[config.mk]
export PLATFORM = sky130hd
export DESIGN_NAME = plab2_proc_imul_arbiter_flat
export DESIGN_NICKNAME = d
export VERILOG_FILES = /design/src/rtl/plab2_proc_imul_arbiter_if.sv /design/src/rtl/plab2_proc_imul_arbiter.sv /design/src/flat_wrapper.sv
export SDC_FILE = /design/constraint.sdc
export NUM_CORES = 1
export LEC_CHECK = 0
export ABC_CLOCK_PERIOD_IN_PS = 2150
export BUFFER_PORTS_ARGS = -buffer_cell sky130_fd_sc_hd__buf_2
export CAP_MARGIN = 10
export CORE_AREA = 2 2 107 109
export CTS_CLUSTER_SIZE = 10
export DETAILED_ROUTE_END_ITERATION = 10
export DIE_AREA = 0 0 109 111
export SYNTH_ARGS = -nofsm -noshare
export SYNTH_HDL_FRONTEND = slang
export SYNTH_SLANG_ARGS = --single-unit
[constraint.sdc]
create_clock -name clk -period 2.15 [get_ports clk]
set_input_delay 0.1075 -clock clk [delete_from_list [all_inputs] [get_ports clk]]
set_output_delay 0.1075 -clock clk [all_outputs]
set_load 0.02 [all_outputs]
[src/rtl/plab2_proc_imul_arbiter_if.sv]
// plab2_proc_imul_arbiter_if
// Bundles the requester-side and multiplier-side val/rdy channels of the
// imul arbiter.
//   req_val/req_rdy/req_msg     : p_num_reqs request channels (packed msgs)
//   resp_val/resp_rdy/resp_msg  : p_num_reqs response channels, msg broadcast
//   mul_req_*                   : granted request to the shared multiplier
//   mul_resp_*                  : result from the shared multiplier
// Modports: slave = arbiter view, master = environment view.
interface plab2_proc_imul_arbiter_if #(
    parameter int unsigned p_num_reqs   = 2,
    parameter int unsigned p_req_nbits  = 67,
    parameter int unsigned p_resp_nbits = 32
);
    logic [p_num_reqs-1:0]             req_val;
    logic [p_num_reqs-1:0]             req_rdy;
    logic [p_num_reqs*p_req_nbits-1:0] req_msg;
    logic [p_num_reqs-1:0]             resp_val;
    logic [p_num_reqs-1:0]             resp_rdy;
    logic [p_resp_nbits-1:0]           resp_msg;
    logic                              mul_req_val;
    logic                              mul_req_rdy;
    logic [p_req_nbits-1:0]            mul_req_msg;
    logic                              mul_resp_val;
    logic                              mul_resp_rdy;
    logic [p_resp_nbits-1:0]           mul_resp_msg;

    modport slave (
        input  req_val, req_msg, resp_rdy, mul_req_rdy, mul_resp_val, mul_resp_msg,
        output req_rdy, resp_val, resp_msg, mul_req_val, mul_req_msg, mul_resp_rdy
    );

    modport master (
        output req_val, req_msg, resp_rdy, mul_req_rdy, mul_resp_val, mul_resp_msg,
        input  req_rdy, resp_val, resp_msg, mul_req_val, mul_req_msg, mul_resp_rdy
    );
endinterface

[src/rtl/plab2_proc_imul_arbiter.sv]
// plab2_proc_imul_arbiter
// Shares one iterative multiplier (single op in flight) among p_num_reqs
// requesters. Round-robin grant in IDLE; the winner is latched as owner and
// the response is steered back only to it.
// Ports:
//   clk    : clock, rising edge
//   reset  : asynchronous active-low reset (0 = reset)
//   bus    : plab2_proc_imul_arbiter_if.slave (requester + multiplier val/rdy)
// Optional (macro PLAB2_PROC_IMUL_ARB_STATS_EN):
//   stats_busy_cycles : cycles spent in BUSY
//   stats_conflicts   : request fires with 2 or more requesters valid
module plab2_proc_imul_arbiter #(
    parameter int unsigned p_num_reqs   = 2,
    parameter int unsigned p_req_nbits  = 67,
    parameter int unsigned p_resp_nbits = 32
) (
    input  logic clk,
    input  logic reset,
    plab2_proc_imul_arbiter_if.slave bus
`ifdef PLAB2_PROC_IMUL_ARB_STATS_EN
    ,
    output logic [31:0] stats_busy_cycles,
    output logic [31:0] stats_conflicts
`endif
);

    localparam int unsigned c_ptr_nbits = $clog2(p_num_reqs);

    typedef logic [c_ptr_nbits-1:0] ptr_t;
    typedef enum logic {IDLE, BUSY} state_t;

    state_t state, state_next;
    ptr_t   rr_ptr, owner, grant;
    logic   any_val, req_fire, resp_fire;

    function automatic ptr_t wrap_add(input ptr_t p, input int unsigned k);
        return ptr_t'((32'(p) + k) % p_num_reqs);
    endfunction

    // Round-robin scan starting at rr_ptr; first valid requester wins.
    always_comb begin
        grant   = rr_ptr;
        any_val = 1'b0;
        for (int unsigned k = 0; k < p_num_reqs; k++) begin
            if (!any_val && bus.req_val[wrap_add(rr_ptr, k)]) begin
                grant   = wrap_add(rr_ptr, k);
                any_val = 1'b1;
            end
        end
    end

    assign req_fire  = (state == IDLE) && bus.mul_req_val  && bus.mul_req_rdy;
    assign resp_fire = (state == BUSY) && bus.mul_resp_val && bus.mul_resp_rdy;

    // State register plus the owner / pointer captured on a request fire.
    always_ff @(posedge clk or negedge reset) begin
        if (!reset) begin
            state  <= IDLE;
            rr_ptr <= '0;
            owner  <= '0;
        end else begin
            state <= state_next;
            if (req_fire) begin
                owner  <= grant;
                rr_ptr <= wrap_add(grant, 1);
            end
        end
    end

    always_comb begin
        state_next = state;
        case (state)
            IDLE:    if (req_fire)  state_next = BUSY;
            BUSY:    if (resp_fire) state_next = IDLE;
            default: state_next = IDLE;
        endcase
    end

    always_comb begin
        bus.req_rdy      = '0;
        bus.resp_val     = '0;
        bus.mul_req_val  = 1'b0;
        bus.mul_resp_rdy = 1'b0;
        bus.mul_req_msg  = bus.req_msg[32'(grant)*p_req_nbits +: p_req_nbits];
        bus.resp_msg     = bus.mul_resp_msg;
        if (reset) begin
            case (state)
                IDLE: begin
                    // A response with no owner is drained before any new issue.
                    if (bus.mul_resp_val) begin
                        bus.mul_resp_rdy = 1'b1;
                    end else begin
                        bus.mul_req_val    = any_val;
                        bus.req_rdy[grant] = bus.mul_req_rdy & any_val;
                    end
                end
                BUSY: begin
                    bus.resp_val[owner] = bus.mul_resp_val;
                    bus.mul_resp_rdy    = bus.resp_rdy[owner];
                end
                default: ;
            endcase
        end
    end

`ifdef PLAB2_PROC_IMUL_ARB_STATS_EN
    always_ff @(posedge clk or negedge reset) begin
        if (!reset) begin
            stats_busy_cycles <= '0;
            stats_conflicts   <= '0;
        end else begin
            if (state == BUSY)
                stats_busy_cycles <= stats_busy_cycles + 32'd1;
            if (req_fire && ($countones(bus.req_val) >= 2))
                stats_conflicts <= stats_conflicts + 32'd1;
        end
    end
`endif

endmodule
[src/flat_wrapper.sv]
// flat-port wrapper written by rule: the top's interface ports become plain ports
module plab2_proc_imul_arbiter_flat 
#(
    parameter int unsigned p_num_reqs   = 2,
    parameter int unsigned p_req_nbits  = 67,
    parameter int unsigned p_resp_nbits = 32
)
  (clk, reset, bus_req_val, bus_req_msg, bus_resp_rdy, bus_mul_req_rdy, bus_mul_resp_val, bus_mul_resp_msg, bus_req_rdy, bus_resp_val, bus_resp_msg, bus_mul_req_val, bus_mul_req_msg, bus_mul_resp_rdy);
  plab2_proc_imul_arbiter_if #(.p_num_reqs(p_num_reqs), .p_req_nbits(p_req_nbits), .p_resp_nbits(p_resp_nbits)) bus_i ();
  input  logic clk;
  input  logic reset;
  input wire logic [$bits(bus_i.req_val)-1:0] bus_req_val;
  input wire logic [$bits(bus_i.req_msg)-1:0] bus_req_msg;
  input wire logic [$bits(bus_i.resp_rdy)-1:0] bus_resp_rdy;
  input wire logic [$bits(bus_i.mul_req_rdy)-1:0] bus_mul_req_rdy;
  input wire logic [$bits(bus_i.mul_resp_val)-1:0] bus_mul_resp_val;
  input wire logic [$bits(bus_i.mul_resp_msg)-1:0] bus_mul_resp_msg;
  output wire logic [$bits(bus_i.req_rdy)-1:0] bus_req_rdy;
  output wire logic [$bits(bus_i.resp_val)-1:0] bus_resp_val;
  output wire logic [$bits(bus_i.resp_msg)-1:0] bus_resp_msg;
  output wire logic [$bits(bus_i.mul_req_val)-1:0] bus_mul_req_val;
  output wire logic [$bits(bus_i.mul_req_msg)-1:0] bus_mul_req_msg;
  output wire logic [$bits(bus_i.mul_resp_rdy)-1:0] bus_mul_resp_rdy;
  assign bus_i.req_val = bus_req_val;
  assign bus_i.req_msg = bus_req_msg;
  assign bus_i.resp_rdy = bus_resp_rdy;
  assign bus_i.mul_req_rdy = bus_mul_req_rdy;
  assign bus_i.mul_resp_val = bus_mul_resp_val;
  assign bus_i.mul_resp_msg = bus_mul_resp_msg;
  assign bus_req_rdy = bus_i.req_rdy;
  assign bus_resp_val = bus_i.resp_val;
  assign bus_resp_msg = bus_i.resp_msg;
  assign bus_mul_req_val = bus_i.mul_req_val;
  assign bus_mul_req_msg = bus_i.mul_req_msg;
  assign bus_mul_resp_rdy = bus_i.mul_resp_rdy;
  plab2_proc_imul_arbiter #(.p_num_reqs(p_num_reqs), .p_req_nbits(p_req_nbits), .p_resp_nbits(p_resp_nbits)) u_core (.clk(clk), .reset(reset), .bus(bus_i));
endmodule
==> qor.yml <==
outcome: "complete, no violations"
grt_usage_pct: 8.25
vias: 1651
period_minus_slack_ps: 1940
wl_per_cell_um: 12.6
die_area_um2: 12100
io_buffers: 214
ant_nets: 0
clock_latency_ps: 220
postCtsSetupRepairBufs: 0
io_pins: 279
drtIter0Drc: 71
drive_gt1_share_pct: 92.7
finalHoldViolCount: 0
grt_max_degree: 29
htree_levels: 1
grt_pass1_vias: 1658
worst_pin_slew_ps: 339
drc: 0
worstPathMaxFanout: 21
worstPathRequired_ps: 2040
cts_tree: "done"
nNetsFinal: 488
cp-start-kind: "flip-flop"
grt_pass1_wl_mm: 8.05
pwr_density_cell_nw_per_um2: 779
ys_warn_count: 0
dr.pass1.iters: 4
initial_core_util_pct: 13.9
antenna_found_initial: 1
synth_cell_types: 17
cts_buffers: 3
max-clock-path-buffers: 2
cts_sinks: 3
finalClockSkew_ps: 0.350
ys_seq_area_share_pct: 4.88
num_rows: 39
via_per_inst: 3.62
arrival_ps: 1840
postCtsResizedCells: 0
fp.dieH_um: 111
setup_viol_count_final: 0
diodes: 0
peakVddDrop_uv: 442
leakage_nw: 1.58
wl_mm: 5.74
ys_ff_latch: 3
worstSetupEndpointType: "output pin"
syn_area_um2: 1540
cap_violations: 0
slew_headroom_pct: 77.4
syn_inst: 132
hold_buffers: 1
syn_to_final_growth_pct: 68.8
clock-root-buffer: "clkbuf_16"
gp_congestion: 0.718
crit_type: "reg2out"
fin_crit_sh_pct: 90.4
fmax_mhz: 515
overflow: 0
syn_nets: 306
stdcell_count: 456
setup_tns_ps: 0
dp_cells: 451
power_w: 0.00202
die_w_um: 109
maxSlewViolCount: 0
hold_path_class: "in2out"
core-area_um2: 11100
dpl.hpwl_mm: 5.28
holdWs_ps: 215
rsz0062_at_grt: "false"
clk_pin_slew_worst_paths_ps: 30
syn_avg_cell_area_um2: 11.6
==> layout by cell type, fill, tap and decap left out <==
master and n:
inv_1 3, buf_4 1, clkbuf_16 3, or4_1 1, nor4b_1 1, and2b_2 1, buf_2 214, mux2i_1 2
mux2_2 1, maj3_4 1, buf_12 2, a21oi_1 1, dlygate4sd3_1 1, dfrtp_1 3, mux2_4 67, nand3_1 1
o21ai_0 2, nand2_1 3, nor2_1 4, clkbuf_1 1
==> critical path: stages, from the launching register on <==
cell     delay [ps]
dfrtp_1         370
inv_1            70
maj3_4          400
buf_12          240
mux2_2          350
buf_2           160
==> worst paths after layout <==
kind / start / to / slack [ps] / cells after the start
worst min-delay path: bus_mul_resp_msg[11] / bus_resp_msg[11] / 220 / 0
min in group asynchronous: reset / u_core.owner / 250 / 2
worst max register to register: u_core.state / u_core.rr_ptr / 600 / 2
worst min register to register: u_core.rr_ptr / u_core.rr_ptr / 520 / 1
max in group asynchronous: reset / u_core.state / 1760 / 2
worst max-delay path: u_core.rr_ptr / bus_mul_req_msg[49] / 210 / 5
==> registers in the layout, summed over array words and instances (netlist names) <==
name	count
u_core.rr_ptr	1
u_core.owner	1
u_core.state	1
==> final cells by class <==
type,count,area (µm²)
clock buffers,4,78.8
fillers,1192,8480
inverters,3,11.3
multi-input cells,85,1120
flip-flops and latches,3,75.1
well taps,143,179
repair buffers,218,1130
==> where the power goes <==
| part | leakage [nW] | internal (W) | switching (W) |
|---|---|---|---|
| clock network | 0.0382 | 0.000244 | 0.0000481 |
| registers | 0.0357 | 0.0000836 | 0.0000246 |
| logic | 1.50 | 0.000828 | 0.000793 |
| total | 1.58 | 0.00116 | 0.000866 |
==> layer usage <==
metal  up-vias  wire (µm)  track usage [%]
met2       114       2950             16.3
met5         -          0                0
li1        792          -                -
met1       735       2090             9.05
met3        10        647            0.999
met4         0         59             1.79
==> synthesized netlist by cell type (all sizes together) <==
cell type / count / area, µm²
a21oi: 1 / 5.00
and2b: 1 / 8.76
buf: 41 / 332
dfrtp: 3 / 75.1
inv: 3 / 11.3
maj3: 1 / 11.3
mux2: 68 / 1020
mux2i: 2 / 20.0
nand2: 3 / 11.3
nand3: 1 / 5.00
nor2: 4 / 15.0
nor4b: 1 / 8.76
o21ai: 2 / 10.0
or4: 1 / 7.51
==> cells by family after synthesis <==
group / count (synthesis) / synth area share (%)
multiplexers: 70 / 67.5
flip-flops: 3 / 4.88
AND/OR/NAND/NOR: 11 / 3.66
adder cells (fa/ha/maj): 1 / 0.732
buffers and inverters: 44 / 22.3
AO/OA/AOI/OAI: 3 / 0.976
==> through the flow <==
step | area, µm² | utilization [%] | worst slack, ps
finish | 2590 | 23.4 | 207
global placement | 2510 | 22.6 | 464
global route | 2590 | 23.4 | 117
floorplan | 1540 | - | 692
CTS | 2590 | 23.4 | 192
detailed placement | 2510 | 22.6 | 429
Power figures use the tool's default switching activity.
